**src/rtl/cog_hub_pkg.sv**
```systemverilog
// Shared encodings for the cog hub port: transfer sizes, sys codes, FSM states
// and small address/counter helpers.
package cog_hub_pkg;

  typedef enum logic [1:0] {
    SZ_BYTE = 2'b00,
    SZ_WORD = 2'b01,
    SZ_LONG = 2'b10,
    SZ_SYS  = 2'b11
  } size_e;

  typedef enum logic [2:0] {
    SYS_CLKSET  = 3'd0,
    SYS_COGID   = 3'd1,
    SYS_COGINIT = 3'd2,
    SYS_COGSTOP = 3'd3,
    SYS_LOCKNEW = 3'd4,
    SYS_LOCKRET = 3'd5,
    SYS_LOCKSET = 3'd6,
    SYS_LOCKCLR = 3'd7
  } sys_code_e;

  typedef enum logic [1:0] {
    ST_IDLE,
    ST_SLOT,
    ST_ACK
  } state_e;

  // Long and word accesses are naturally aligned; byte and sys codes pass through.
  function automatic logic [15:0] align_addr(input logic [1:0] s, input logic [15:0] a);
    logic [15:0] r;
    r = a;
    case (s)
      SZ_LONG: r[1:0] = 2'b00;
      SZ_WORD: r[0]   = 1'b0;
      default: r      = a;
    endcase
    return r;
  endfunction

  function automatic logic [15:0] sat_inc16(input logic [15:0] v);
    return (v == '1) ? v : v + 16'd1;
  endfunction

endpackage

```
**src/rtl/cog_hub_waitcnt.sv**
```systemverilog
// Saturating 16-bit wait-cycle counter; present only when HUB_WAIT_STATS_EN is defined.
`ifdef HUB_WAIT_STATS_EN
module cog_hub_waitcnt
  import cog_hub_pkg::*;
(
  input  logic        clk,
  input  logic        rst,
  input  logic        clr,
  input  logic        inc,
  output logic [15:0] cnt_next
);

  logic [15:0] cnt_q;
  logic [15:0] cnt_d;

  always_comb begin
    cnt_d = cnt_q;
    if (clr)
      cnt_d = '0;
    else if (inc)
      cnt_d = sat_inc16(cnt_q);
  end

  always_ff @(posedge clk or posedge rst) begin
    if (rst) cnt_q <= '0;
    else     cnt_q <= cnt_d;
  end

  assign cnt_next = cnt_d;

endmodule
`endif

```
**src/rtl/cog_hub_port.sv**
```systemverilog
// Cog-side hub request port: latches one request, waits for the hub slot and ack.
// Optional wait-cycle statistics on last_wait when HUB_WAIT_STATS_EN is defined.
module cog_hub_port
  import cog_hub_pkg::*;
(
  input  logic        clk_cog,
  input  logic        res,
  input  logic        ena_bus,
  input  logic        bus_sel,
  input  logic        bus_ack,
  input  logic [31:0] bus_q,
  input  logic        bus_c,
  input  logic        req_valid,
  output logic        req_ready,
  input  logic        req_w,
  input  logic [1:0]  req_s,
  input  logic [15:0] req_a,
  input  logic [31:0] req_d,
  output logic        bus_r,
  output logic        bus_e,
  output logic        bus_w,
  output logic [1:0]  bus_s,
  output logic [15:0] bus_a,
  output logic [31:0] bus_d,
  output logic        rsp_valid,
  output logic [31:0] rsp_q,
  output logic        rsp_c,
  output logic [15:0] last_wait
);

  state_e      state_q, state_d;
  logic        bus_r_q, bus_r_d;
  logic        bus_w_q, bus_w_d;
  logic [1:0]  bus_s_q, bus_s_d;
  logic [15:0] bus_a_q, bus_a_d;
  logic [31:0] bus_d_q, bus_d_d;
  logic        rsp_valid_q, rsp_valid_d;
  logic [31:0] rsp_data_q, rsp_data_d;
  logic        rsp_c_q, rsp_c_d;
  logic        accept, done;

  assign accept = (state_q == ST_IDLE) && req_valid;
  assign done   = (state_q == ST_ACK) && ena_bus && bus_ack;

  always_ff @(posedge clk_cog or posedge res) begin
    if (res) state_q <= ST_IDLE;
    else     state_q <= state_d;
  end

  always_comb begin
    state_d = state_q;
    unique case (state_q)
      ST_IDLE: if (req_valid)          state_d = ST_SLOT;
      ST_SLOT: if (ena_bus && bus_sel) state_d = ST_ACK;
      ST_ACK:  if (ena_bus && bus_ack) state_d = ST_IDLE;
      default:                         state_d = ST_IDLE;
    endcase
  end

  always_comb begin
    req_ready = (state_q == ST_IDLE);
    bus_e     = (state_q == ST_SLOT);
  end

  always_comb begin
    bus_r_d     = bus_r_q;
    bus_w_d     = bus_w_q;
    bus_s_d     = bus_s_q;
    bus_a_d     = bus_a_q;
    bus_d_d     = bus_d_q;
    rsp_valid_d = done;
    rsp_data_d  = rsp_data_q;
    rsp_c_d     = rsp_c_q;
    if (accept) begin
      bus_r_d = !req_w && (req_s != SZ_SYS);
      bus_w_d = req_w;
      bus_s_d = req_s;
      bus_a_d = align_addr(req_s, req_a);
      bus_d_d = req_d;
    end
    if (done) begin
      rsp_data_d = bus_q;
      rsp_c_d    = bus_c;
    end
  end

  always_ff @(posedge clk_cog or posedge res) begin
    if (res) begin
      bus_r_q     <= 1'b0;
      bus_w_q     <= 1'b0;
      bus_s_q     <= '0;
      bus_a_q     <= '0;
      bus_d_q     <= '0;
      rsp_valid_q <= 1'b0;
      rsp_data_q  <= '0;
      rsp_c_q     <= 1'b0;
    end else begin
      bus_r_q     <= bus_r_d;
      bus_w_q     <= bus_w_d;
      bus_s_q     <= bus_s_d;
      bus_a_q     <= bus_a_d;
      bus_d_q     <= bus_d_d;
      rsp_valid_q <= rsp_valid_d;
      rsp_data_q  <= rsp_data_d;
      rsp_c_q     <= rsp_c_d;
    end
  end

  assign bus_r     = bus_r_q;
  assign bus_w     = bus_w_q;
  assign bus_s     = bus_s_q;
  assign bus_a     = bus_a_q;
  assign bus_d     = bus_d_q;
  assign rsp_valid = rsp_valid_q;
  assign rsp_q     = rsp_data_q;
  assign rsp_c     = rsp_c_q;

`ifdef HUB_WAIT_STATS_EN
  logic [15:0] wait_next;
  logic [15:0] last_wait_q, last_wait_d;

  // The copy on completion includes the completing cycle itself.
  cog_hub_waitcnt u_waitcnt (
    .clk      (clk_cog),
    .rst      (res),
    .clr      (accept),
    .inc      (state_q != ST_IDLE),
    .cnt_next (wait_next)
  );

  always_comb begin
    last_wait_d = last_wait_q;
    if (done) last_wait_d = wait_next;
  end

  always_ff @(posedge clk_cog or posedge res) begin
    if (res) last_wait_q <= '0;
    else     last_wait_q <= last_wait_d;
  end

  assign last_wait = last_wait_q;
`else
  assign last_wait = '0;
`endif

endmodule
```
**config.mk**
```make
export PLATFORM = sky130hd
export DESIGN_NAME = cog_hub_port
export DESIGN_NICKNAME = d
export VERILOG_FILES = /design/src/rtl/cog_hub_pkg.sv /design/src/rtl/cog_hub_waitcnt.sv /design/src/rtl/cog_hub_port.sv
export SDC_FILE = /design/constraint.sdc
export NUM_CORES = 1
export LEC_CHECK = 0
export CORE_MARGIN = 8
export CORE_UTILIZATION = 25
export CTS_CLUSTER_SIZE = 28
export DETAILED_ROUTE_END_ITERATION = 10
export MAX_ROUTING_LAYER = met4
export PLACE_DENSITY = 0.58
export SLEW_MARGIN = 0
export SYNTH_ARGS = -nofsm -noshare
export SYNTH_HDL_FRONTEND = slang
export SYNTH_SLANG_ARGS = --single-unit
```
**constraint.sdc**
```tcl
create_clock -name clk_cog -period 2.84 [get_ports clk_cog]
set_clock_uncertainty 0.1 [all_clocks]
set_input_delay 0.71 -clock clk_cog [delete_from_list [all_inputs] [get_ports clk_cog]]
set_output_delay 0.71 -clock clk_cog [all_outputs]
set_load 0.05 [all_outputs]
```
==> results of run 1 <==
==> metrics by stage <==
step / util [%] / instance area, um2 / instances
CTS: 41.24 / 5680 / 582
floorplan: - / 3560 / 231
global placement: 39.19 / 5398 / 566
global route: 41.24 / 5680 / 582
finish: 41.24 / 5680 / 582
detailed placement: 39.19 / 5398 / 566
==> layer usage <==
layer	vias up	routed length, um	GRT usage (%)
met5	-	0	-
met3	8	931	5.273
li1	1075	-	-
met4	0	88	2.620
met1	1168	3995	12.19
met2	123	4331	16.62
==> area by class of cell <==
cell class / count / area (um2)
Fill cell: 1288 / 8093
Sequential cell: 88 / 2202
Timing Repair Buffer: 179 / 1812
Multi-Input combinational cell: 115 / 1140
Clock buffer: 13 / 240.2
Tap cell: 180 / 225.2
Clock inverter: 3 / 42.54
Inverter: 4 / 18.77
==> cells by family (layout without fill, tap and decap cells) <==
kind of cell,count (synthesis),after routing,share of synthesized area (%)
multiplexers,85,85,27.31
AND/OR/NAND/NOR,10,10,2.288
flip-flops,88,88,62.92
other,1,16,0.1072
adder cells (fa/ha/maj),2,2,0.7149
buffers and inverters,28,199,6.114
AO/OA/AOI/OAI,2,2,0.5363
==> layout by cell type (no fill, tap or decap), types with 2 or more instances in the layout <==
master           Yosys  routed
ha_1                 2       2
mux2_1               5       5
clkbuf_16            0       9
nor2_1               3       3
clkdlybuf4s50_1      0     177
buf_12               0       2
clkbuf_1             0       4
mux2_2              79      79
inv_1                4       3
nand2_1              2       2
dfrtp_1             88      88
conb_1               1      16
nor2b_1              3       3
clkinvlp_4           0       2
==> where the power goes <==
part / total, mW / leakage [nW] / internal [mW] / switching [mW]
registers: 2.17 / 1.07 / 1.86 / 0.314
logic: 4.50 / 1.20 / 1.65 / 2.85
clock network: 1.15 / 0.134 / 0.682 / 0.465
==> sequential cells by signal, indices dropped and copies added (netlist names) <==
name / cells
bus_r: 1
rsp_c: 1
bus_d: 32
bus_s: 2
state_q: 2
bus_w: 1
rsp_q: 32
rsp_valid: 1
bus_a: 16
==> how the worst max path moves through the flow <==
| stage | endpoint | slack [ns] |
|---|---|---|
| 2_1_floorplan | bus_e | 0.81 |
| 3_3_place_gp | rsp_q[19]$_DFFE_PP0P_ | 0.26 |
| 3_5_place_dp | rsp_q[19]$_DFFE_PP0P_ | 0.22 |
| 4_1_cts | bus_e | 0.14 |
| 5_1_grt | bus_e | 0.09 |
| 6_report | bus_e | 0.17 |
==> synthesized netlist by cell type, types with 2 or more instances <==
cell and count:
nor2b_1 3, buf_6 5, inv_1 4, nor2_1 3, mux2_1 5, nand2_1 2, buf_4 19, ha_1 2
dfrtp_1 88, mux2_2 79
==> impl_metrics.yaml, run 1 <==
pwr:
  cellPowerDensity_mw_per_mm2: 1377
  p_leak_nw: 2.398
  peakVddDrop_mv: 0.7233
  total_power_mw: 7.821
worst_setup_path:
  timing.rr.end: "rsp_q[19]$_DFFE_PP0P_"
  path_buf_inv: 1
  reg2reg_depth: 2
  cp_data_arrival_time_ns: 1.86
  ff2ff_setup_slack_ns: 1.01
  rr_startpoint: "state_q[0]$_DFFE_PP0P_"
  cp_slowest_cell: "clkdlybuf4s50_1"
  end_kind: "output pin"
  required_ns: 2.03
  path_delay_family: "buffers and inverters"
  slowest_delay_ns: 0.83
  cp-startpoint: "state_q[0]$_DFFE_PP0P_"
  crit_fanout: 7
  startpoint_type: "flop"
  crit_path_cell_trace: "nor2b_1 > clkdlybuf4s50_1"
  critPathKind: "reg -> out"
  path_depth: 2
clock_network:
  cts_root_buf: "clkbuf_16"
  cts_sinks: 88
  cts-buffers-inserted: 9
  holdBufCountCts: 0
  clockBufferDepth: 2
  post_cts_buffers: 0
  h-tree-depth: 3
  clock_latency_ns: 0.34
  cts_tree: "built"
  cts-resized-gates: 0
  clk_pin_slew_ns: 0.06
global_routing:
  grt_remaining_overflow: 0
  grt_max_degree: 89
  antenna_found_initial: 0
  grt_pass1_vias: 2660
  gr-usage-all-layers_pct: 10.73
  grt_pass1_wl_um: 14550
detailed_routing:
  wirelength_um: 9347
  wire_per_inst_um: 16.06
  vias: 2374
  antenna_left: 0
  drt_iter0_drc: 59
  drt_pre_antenna_iters: 3
  drc: 0
  avgViaCountPerCell: 4.079
synthesis:
  synth_cells: 216
  synth_seq_area_share_pct: 62.92
  synth_area_mm2: 0.003500
  ys_seq_elements: 88
  synth.avg_cell_area_um2: 16.20
  ys_top_cells_by_area: "dfrtp_1 63%, mux2_2 25%, buf_4 4.1%"
  synth-edff-count: 0
  synth_largest_area_cell: "dfrtp_1"
  netlist.area_leader.share_pct: 62.92
  ys.flop_type: "dfrtp_1"
  ys_warn_count: 0
  async_reset_ff_share_pct: 100.0
  yosysUniqueCellTypes: 16
min_path:
  hold_path.startpoint: "bus_d[31]$_DFFE_PP0P_"
  worstHoldPathType: "reg -> reg"
  hold_path_end: "bus_d[31]$_DFFE_PP0P_"
  hold_depth: 1
die:
  dieArea_mm2: 0.01804
  die_h_um: 134.3
  start_util_pct: 25.41
  die_width_um: 134.3
  core_area_mm2: 0.01377
  io-pin-count: 194
  fp-row-count: 43
layout:
  drive_gt1_share_pct: 23.88
  nets: 489
  syn2layout_area_growth_pct: 62.32
  diodes: 0
sta:
  slew_viol_final: 0
  postLayoutSetupSlackWorst_ns: 0.1687
  worstMarginPinSlew_ns: 0.6264
  fin_crit_ns: 2.671
  fmax_mhz: 374.4
  tns_ns: 0
  rsz0062_at_grt: "false"
  setup_viol: 0
  hold_viol_final: 0
  hold_slack_ns: 0.3882
  relSlewSlack_pct: 58.17
  finalCritPeriodShare_pct: 94.06
status:
  status: "completed"
placement:
  port_buffers: 177
  dp_slack_ns: 0.2218
  hpwl_um: 7016
  place_congestion: 0.6770
run:
  drv_cap: 0
Note: power is estimated with default switching activity, not from simulation.
==> inputs of run 2 (changes only) <==
--- a/config.mk
+++ b/config.mk
@@ -5,8 +5,9 @@
 export SDC_FILE = /design/constraint.sdc
 export NUM_CORES = 1
 export LEC_CHECK = 0
-export CORE_MARGIN = 8
+export CORE_MARGIN = 2
 export CORE_UTILIZATION = 25
+export CTS_CLUSTER_DIAMETER = 30
 export CTS_CLUSTER_SIZE = 28
 export DETAILED_ROUTE_END_ITERATION = 10
 export MAX_ROUTING_LAYER = met4
==> run 2 against run 1 <==
  * Sequential share of layout area increased by 0.14 points
  * Register-to-register slack about the same
  * Flip-flop and latch count unchanged
  * Maximum frequency hardly changed
  * Die area decreased by 17%
==> impl_metrics.yaml, run 2 (synthesis gave the netlist of run 1 again) <==
global_routing:
  grt_pass1_vias: 2403
  antenna_found_initial: 0
  grt_remaining_overflow: 0
  grt_max_degree: 89
  grt_pass1_wl_um: 11790
  gr-usage-all-layers_pct: 10.89
sta:
  setup_viol: 0
  tns_ns: 0
  hold_viol_final: 0
  rsz0062_at_grt: "false"
  fin_crit_ns: 2.673
  fmax_mhz: 374.1
  slew_viol_final: 0
  relSlewSlack_pct: 58.07
  worstMarginPinSlew_ns: 0.6280
  finalCritPeriodShare_pct: 94.13
worst_setup_path:
  timing.rr.end: "rsp_q[19]$_DFFE_PP0P_"
  cp_data_arrival_time_ns: 1.86
  end_kind: "output pin"
  path_depth: 2
  cp-startpoint: "state_q[0]$_DFFE_PP0P_"
  crit_fanout: 7
  ff2ff_setup_slack_ns: 1.01
  critPathKind: "reg -> out"
  startpoint_type: "flop"
  slowest_delay_ns: 0.83
  crit_path_cell_trace: "nor2b_1 > clkdlybuf4s50_1"
  rr_startpoint: "state_q[0]$_DFFE_PP0P_"
  required_ns: 2.03
  reg2reg_depth: 2
  path_delay_family: "buffers and inverters"
  cp_slowest_cell: "clkdlybuf4s50_1"
  path_buf_inv: 1
layout:
  nets: 490
  final_common_cell: "clkdlybuf4s50_1"
  drive_gt1_share_pct: 23.94
  syn2layout_area_growth_pct: 61.74
  diodes: 0
  final_util_pct: 41.10
  layout_common_cells: "177 x clkdlybuf4s50_1, 88 x dfrtp_1, 79 x mux2_2"
die:
  fp-row-count: 43
  die_width_um: 122.3
  dieArea_mm2: 0.01496
  io-pin-count: 194
  core_area_mm2: 0.01377
  die_h_um: 122.3
  start_util_pct: 25.41
placement:
  port_buffers: 177
  place_congestion: 0.6768
  hpwl_um: 5835
pwr:
  cellPowerDensity_mw_per_mm2: 1358
  peakVddDrop_mv: 0.5632
  p_leak_nw: 2.395
detailed_routing:
  antenna_left: 0
  drt_iter0_drc: 44
  drc: 0
  vias: 2350
  wire_per_inst_um: 13.85
  avgViaCountPerCell: 4.045
  drt_pre_antenna_iters: 4
  wirelength_um: 8046
clock_network:
  clock_latency_ns: 0.33
  h-tree-depth: 3
  clockBufferDepth: 2
  cts_sinks: 88
  cts-resized-gates: 0
  cts-buffers-inserted: 9
  clk_pin_slew_ns: 0.06
  cts_root_buf: "clkbuf_16"
  post_cts_buffers: 0
  cts_tree: "built"
  holdBufCountCts: 0
min_path:
  hold_path_end: "bus_a[15]$_DFFE_PP0P_"
  hold_depth: 1
  hold_path.startpoint: "bus_a[15]$_DFFE_PP0P_"
  worstHoldPathType: "reg -> reg"
run:
  drv_cap: 0
status:
  status: "completed"
-- run 2: changes by cell type in the layout (fill, tap and decap cells not counted) --
cell	previous run	this run
buf_4	0	1
bufinv_16	1	0
clkbuf_1	4	3
clkbuf_8	0	1
clkinvlp_4	2	1
-- run 2: worst max path at each step --
stage | slack [ns] | end
after floorplan | 0.81 | bus_e
after global placement | 0.27 | rsp_q[15]$_DFFE_PP0P_
final | 0.17 | bus_e
after detailed placement | 0.24 | rsp_q[19]$_DFFE_PP0P_
after CTS | 0.12 | bus_e
after global routing | 0.07 | bus_e
-- run 2: where the power goes --
group / internal, mW / switching, mW / total, mW
Clock: 0.606 / 0.440 / 1.05
Sequential: 1.86 / 0.312 / 2.17
Combinational: 1.65 / 2.82 / 4.47
-- run 2: metrics by stage --
stage | cells | setup WS, ns | hold slack, ns | power (mW) | instance area, um2
2_1_floorplan | 231 | 0.8090 | 0.4684 | 5.167 | 3560
3_3_place_gp | 567 | 0.2724 | 0.3716 | 6.662 | 5405
3_5_place_dp | 567 | 0.2401 | 0.3816 | 6.708 | 5405
4_1_cts | 581 | 0.1201 | 0.3940 | 7.807 | 5660
5_1_grt | 581 | 0.07489 | 0.4007 | 8.048 | 5660
6_report | 581 | 0.1668 | 0.3940 | 7.689 | 5660
-- run 2: worst reg2reg max path: cells and delay by family (launching register included) --
kind | cells | cell delay [ns]
and+or+nand+nor | 1 | 0.62
muxes | 1 | 0.53
DFF | 1 | 0.47
-- run 2: per-layer routing --
| layer | vias to the layer above | global-route usage (%) | routed length [um] |
|---|---|---|---|
| li1 | 1076 | - | - |
| met1 | 1152 | 12.50 | 3280 |
| met2 | 114 | 16.88 | 3893 |
| met3 | 8 | 5.576 | 781 |
| met4 | 0 | 2.802 | 91 |
| met5 | - | - | 0 |
-- run 2: layout make-up --
cell class,instances,area [um2]
Inverter,4,18.77
Sequential cell,88,2202
Timing Repair Buffer,180,1819
Clock inverter,1,5.005
Clock buffer,13,250.2
Multi-Input combinational cell,115,1140
Fill cell,1305,8113
Tap cell,180,225.2
==> inputs of run 3 (changes only) <==
--- a/config.mk
+++ b/config.mk
@@ -5,6 +5,7 @@
 export SDC_FILE = /design/constraint.sdc
 export NUM_CORES = 1
 export LEC_CHECK = 0
+export ABC_AREA = 1
 export CORE_MARGIN = 2
 export CORE_UTILIZATION = 25
 export CTS_CLUSTER_DIAMETER = 30
==> run 3 against run 2 <==
  * Combinational power decreased by 0.9%
  * Clock-buffer cell count decreased by 1
  * Final cell count increased by 31%
  * Non-clock buffer count increased by 2
  * Global-route usage increased by 1.9 points
  * Critical path type unchanged
  * Largest cell class unchanged
  * Highest routed layer unchanged
==> impl_metrics.yaml, run 3 <==
synthesis:
  yosysUniqueCellTypes: 16
  synth_seq_area_share_pct: 61.99
  synth.avg_cell_area_um2: 8.858
  netlist.area_leader.share_pct: 61.99
  async_reset_ff_share_pct: 100.0
  synth-edff-count: 0
  ys_seq_elements: 88
  synth_largest_area_cell: "dfrtp_1"
  synth_cells: 401
  yosysMostFrequentCell: "nand2_1"
  synth_area_mm2: 0.003552
  ys_warn_count: 0
  synth_commonest_cells: "259 x nand2_1, 88 x dfrtp_1, 17 x buf_4"
  ys_top_cells_by_area: "dfrtp_1 62%, nand2_1 27%, buf_4 3.6%"
  ys.flop_type: "dfrtp_1"
status:
  status: "completed"
layout:
  syn2layout_area_growth_pct: 60.48
  nFillCells: 1376
  diodes: 0
  layout_common_cells: "258 x nand2_1, 177 x clkdlybuf4s50_1, 88 x dfrtp_1"
  nets: 668
  final_common_cell: "nand2_1"
  drive_gt1_share_pct: 4.647
pwr:
  peakVddDrop_mv: 0.5828
  p_leak_nw: 2.798
  cellPowerDensity_mw_per_mm2: 1355
detailed_routing:
  vias: 3020
  wirelength_um: 9536
  antenna_left: 0
  drt_pre_antenna_iters: 4
  avgViaCountPerCell: 3.968
  wire_per_inst_um: 12.53
  drt_iter0_drc: 154
  drc: 0
die:
  die_width_um: 123.2
  start_util_pct: 25.59
  die_h_um: 123.2
  core_area_mm2: 0.01388
  dieArea_mm2: 0.01518
  fp-row-count: 43
  io-pin-count: 194
clock_network:
  cts_root_buf: "clkbuf_16"
  clock_latency_ns: 0.33
  cts_tree: "built"
  clockBufferDepth: 2
  cts-buffers-inserted: 9
  post_cts_buffers: 0
  holdBufCountCts: 0
  cts-resized-gates: 0
  cts_sinks: 88
  h-tree-depth: 3
  clk_pin_slew_ns: 0.06
placement:
  port_buffers: 177
  hpwl_um: 6861
  place_congestion: 0.7633
sta:
  fin_crit_ns: 2.610
  rsz0062_at_grt: "false"
  relSlewSlack_pct: 59.29
  hold_slack_ns: 0.3748
  finalCritPeriodShare_pct: 91.91
  tns_ns: 0
  setup_viol: 0
  slew_viol_final: 0
  worstMarginPinSlew_ns: 0.6087
  fmax_mhz: 383.1
  hold_viol_final: 0
worst_setup_path:
  startpoint_type: "flop"
  critPathKind: "reg -> out"
  cp_data_arrival_time_ns: 1.80
  rr_startpoint: "state_q[1]$_DFFE_PP0P_"
  cp-startpoint: "state_q[0]$_DFFE_PP0P_"
  end_kind: "output pin"
  required_ns: 2.03
  crit_fanout: 3
global_routing:
  grt_pass1_vias: 2901
  grt_pass1_wl_um: 14610
  grt_max_degree: 50
  gr-usage-all-layers_pct: 12.83
  antenna_found_initial: 0
  grt_remaining_overflow: 0
run:
  drv_cap: 0
min_path:
  worstHoldPathType: "reg -> reg"
  hold_path.startpoint: "bus_r$_DFFE_PP0P_"
==> run 3: cell count changes in the layout (fill, tap and decap cells not counted), moves of 2 or more <==
cell and change:
clkinvlp_4 +4, mux2_1 -5, nor2b_1 -3, mux2_2 -79, nand2_1 +256, inv_1 +2, nor2_2 +2, o21ai_0 +3
inv_2 +2
==> run 3: power by group <==
part           switching [mW]  total (mW)  leakage, nW  internal (mW)
Sequential              0.335        2.19         1.11           1.85
Clock                   0.489        1.11        0.121          0.618
Combinational            3.03        4.43         1.56           1.40
==> run 3: final timing paths <==
kind	end	slack [ns]	cells past startpoint
setup / recovery	bus_e	0.23	3
hold / removal	bus_r$_DFFE_PP0P_	0.37	2
setup reg to reg	bus_d[22]$_DFFE_PP0P_	1.24	6
hold reg to reg	bus_r$_DFFE_PP0P_	0.37	2
max in group asynchronous	bus_d[25]$_DFFE_PP0P_	1.36	3
min in group asynchronous	bus_d[14]$_DFFE_PP0P_	0.69	2
==> run 3: final cells by class <==
type	instances	area (um2)	area share, %
clock buffer	12	246.5	4.324
clock inverter	4	30.03	0.5268
inverter	9	38.79	0.6804
multi-input combinational	286	1111	19.49
sequential	88	2202	38.63
tap	180	225.2	3.951
timing repair buffer	182	1847	32.40
==> run 3: layer usage <==
metal / global-route usage (%) / up-vias / routed length (um)
li1: - / 1514 / -
met1: 16.42 / 1385 / 4323
met2: 20.16 / 109 / 4444
met3: 2.122 / 12 / 582
met4: 5.398 / 0 / 184
met5: - / - / 0
==> run 3: worst max-delay path, cell delays in order, from the launching register on <==
cell	delay (ns)
dfrtp_1	0.40
inv_1	0.06
nor2_1	0.17
clkdlybuf4s50_1	0.84
==> run 3: stage by stage <==
| step | setup slack, ns | cells | area (um2) | util, % | power (mW) |
|---|---|---|---|---|---|
| floorplan | 0.9107 | 416 | 3612 | - | 5.115 |
| global placement | 0.6201 | 745 | 5424 | 39.08 | 6.631 |
| detailed placement | 0.6056 | 745 | 5424 | 39.08 | 6.661 |
| CTS | 0.2268 | 761 | 5700 | 41.07 | 7.815 |
| global route | 0.1450 | 761 | 5700 | 41.07 | 8.140 |
| finish | 0.2296 | 761 | 5700 | 41.07 | 7.723 |
==> run 3: logic make-up (layout without fill, tap and decap cells) <==
| family | count (synthesis) | count (layout) | share of synthesized area (%) |
|---|---|---|---|
| compound gates | 3 | 3 | 0.4226 |
| fa+ha+maj | 2 | 2 | 0.7044 |
| buf+inv | 42 | 207 | 8.383 |
| flops | 88 | 88 | 61.99 |
| other cells | 1 | 16 | 0.1056 |
| simple gates | 265 | 265 | 28.39 |
==> edit (flow settings as in run 2) <==
Build with the macro `HUB_WAIT_STATS_EN` defined.
--- a/src/rtl/cog_hub_waitcnt.sv
+++ b/src/rtl/cog_hub_waitcnt.sv
@@ -1,3 +1,5 @@
 // Saturating 16-bit wait-cycle counter; present only when HUB_WAIT_STATS_EN is defined.
+`define HUB_WAIT_STATS_EN
+
 `ifdef HUB_WAIT_STATS_EN
 module cog_hub_waitcnt
Behaviour: not the same (Yosys sat finds a counterexample within 4 cycles, from zero or initial values).
==> edit against run 2 <==
  * Design area up 38%
  * Count of clock-buffer cells in the layout up 8
  * Power up 23%
  * Synthesized area up 41%
  * Routed wire length up 68%
  * Worst setup slack better by 0.21 ns
  * Sequential cell count up 32
  * Utilization down 0.88 points
  * Final cell count up 73%
  * Sequential share of layout area down 0.42 points
  * Critical endpoint is now req_ready
  * Largest cell class unchanged
==> edit: results <==
{
  "whs_endpoint": "rsp_q[26]$_DFFE_PP0P_",
  "yosys_warnings": 0,
  "r2r-end": "last_wait[13]$_DFFE_PP0P_",
  "ant_nets": 0,
  "synthTopCellsByCount": "nand2_1 (272), dfrtp_1 (120), o21ai_0 (18), clkbuf_1 (15), nor2_1 (14)",
  "hold_depth": 2,
  "ir_drop_mv": 0.6061,
  "htree_levels": 4,
  "drive_gt1_frac": 0.07402,
  "postPlaceCellArea_mm2": 0.007232,
  "p_leak_nw": 3.647,
  "hold_path_class": "reg -> reg",
  "clk_latency_ns": 0.41,
  "grt_pass1_wl_um": 21850,
  "reg2reg_depth": 4,
  "grt_max_degree": 57,
  "clockRootBuffer": "clkbuf_16",
  "drt_iter0_drc": 166,
  "seq_area_mm2": 0.003003,
  "async_reset_ff_frac": 1.000,
  "min-delay-start": "rsp_q[26]$_DFFE_PP0P_",
  "fill_cells": 1970,
  "layout.nets": 825,
  "clk_pin_slew_ns": 0.05,
  "n_antenna_cell": 0,
  "r2r-start": "state_q[1]$_DFFE_PP0P_",
  "ff2ff_setup_slack_ns": 0.82,
  "first_pass_iters": 4,
  "gp_congestion": 0.7222,
  "dp_hpwl_um": 9481,
  "path_delay_family": "flip-flops",
  "port-buffer-count": 193,
  "cts_setup_buffers": 0,
  "wl_per_cell_um": 13.45,
  "crit_path_max_incr_delay_ns": 0.52,
  "slew_headroom": 0.6010,
  "crit_fanout": 10,
  "viasPerCell": 4.216,
  "power.net_switching_mw": 4.301,
  "syn_nets": 627,
  "cts_hold_buf": 0,
  "track_usage": 0.1397,
  "slowest_stage": "dfrtp_1",
  "grt_pass1_vias": 4292,
  "seq_area_frac_synth": 0.6107,
  "ys_types": 40,
  "cts_buffers": 17,
  "ctsResizeCount": 0,
  "synth_area_leaders": "dfrtp_1 (61%), nand2_1 (21%), o21ai_0 (1.8%)",
  "outcome": "complete, no violations"
}
## edit: layout make-up
| type | instances | area share |
|---|---|---|
| multi-input combinational | 382 | 0.2303 |
| clock inverter | 9 | 0.01283 |
| clock buffer | 21 | 0.06030 |
| tap | 265 | 0.04250 |
| sequential | 120 | 0.3849 |
| timing repair buffer | 207 | 0.2668 |
| inverter | 4 | 0.002405 |
## edit: through the flow
| step | setup slack (ns) | instances | hold slack [ns] |
|---|---|---|---|
| final | 0.3734 | 1008 | 0.3694 |
| after global routing | 0.2519 | 1008 | 0.3896 |
| after CTS | 0.3598 | 1008 | 0.3747 |
| after detailed placement | 0.3022 | 978 | 0.3609 |
| after global placement | 0.3107 | 978 | 0.3511 |
| after floorplan | 0.5607 | 534 | 0.4558 |
## edit: worst max-delay path by stage
stage | cells past startpoint | to | slack, ns | start
2_1_floorplan | 1 | bus_a[0]$_DFFE_PP0P_ | 0.56 | res
3_3_place_gp | 5 | last_wait[2]$_DFFE_PP0P_ | 0.31 | req_valid
3_5_place_dp | 5 | u_waitcnt.cnt_q[13]$_DFF_PP0_ | 0.30 | req_valid
4_1_cts | 2 | req_ready | 0.36 | state_q[0]$_DFFE_PP0P_
5_1_grt | 2 | req_ready | 0.25 | state_q[0]$_DFFE_PP0P_
6_report | 2 | req_ready | 0.37 | state_q[1]$_DFFE_PP0P_
## edit: worst reg2reg max path, cell delays in order, from the launching register on
cell and delay, ns:
dfrtp_1 0.59, nor2_1 0.22, or4_1 0.67, o21a_1 0.23
a21oi_1 0.14
## edit: logic make-up after synthesis
logic type | after synthesis | synth area share
xor+xnor | 3 | 0.005344
compound gates | 44 | 0.05955
fa+ha+maj | 3 | 0.007634
flops | 120 | 0.6107
simple gates | 326 | 0.2784
mux | 6 | 0.01247
buf+inv | 32 | 0.02595
## edit: per-layer routing
metal	GRT usage	share of wire
met2	0.2070	0.44
met1	0.1765	0.46
met5	-	0
met4	0.03832	0.0070
met3	0.05861	0.087
## edit: power groups by stage
stage	combinational, mW	clock [mW]	sequential (mW)
global route	4.91	2.25	2.82
finish	4.62	2.11	2.73
floorplan	0.917	0	4.77
global placement	4.65	0	2.74
CTS	4.67	2.17	2.73
detailed placement	4.67	0	2.73
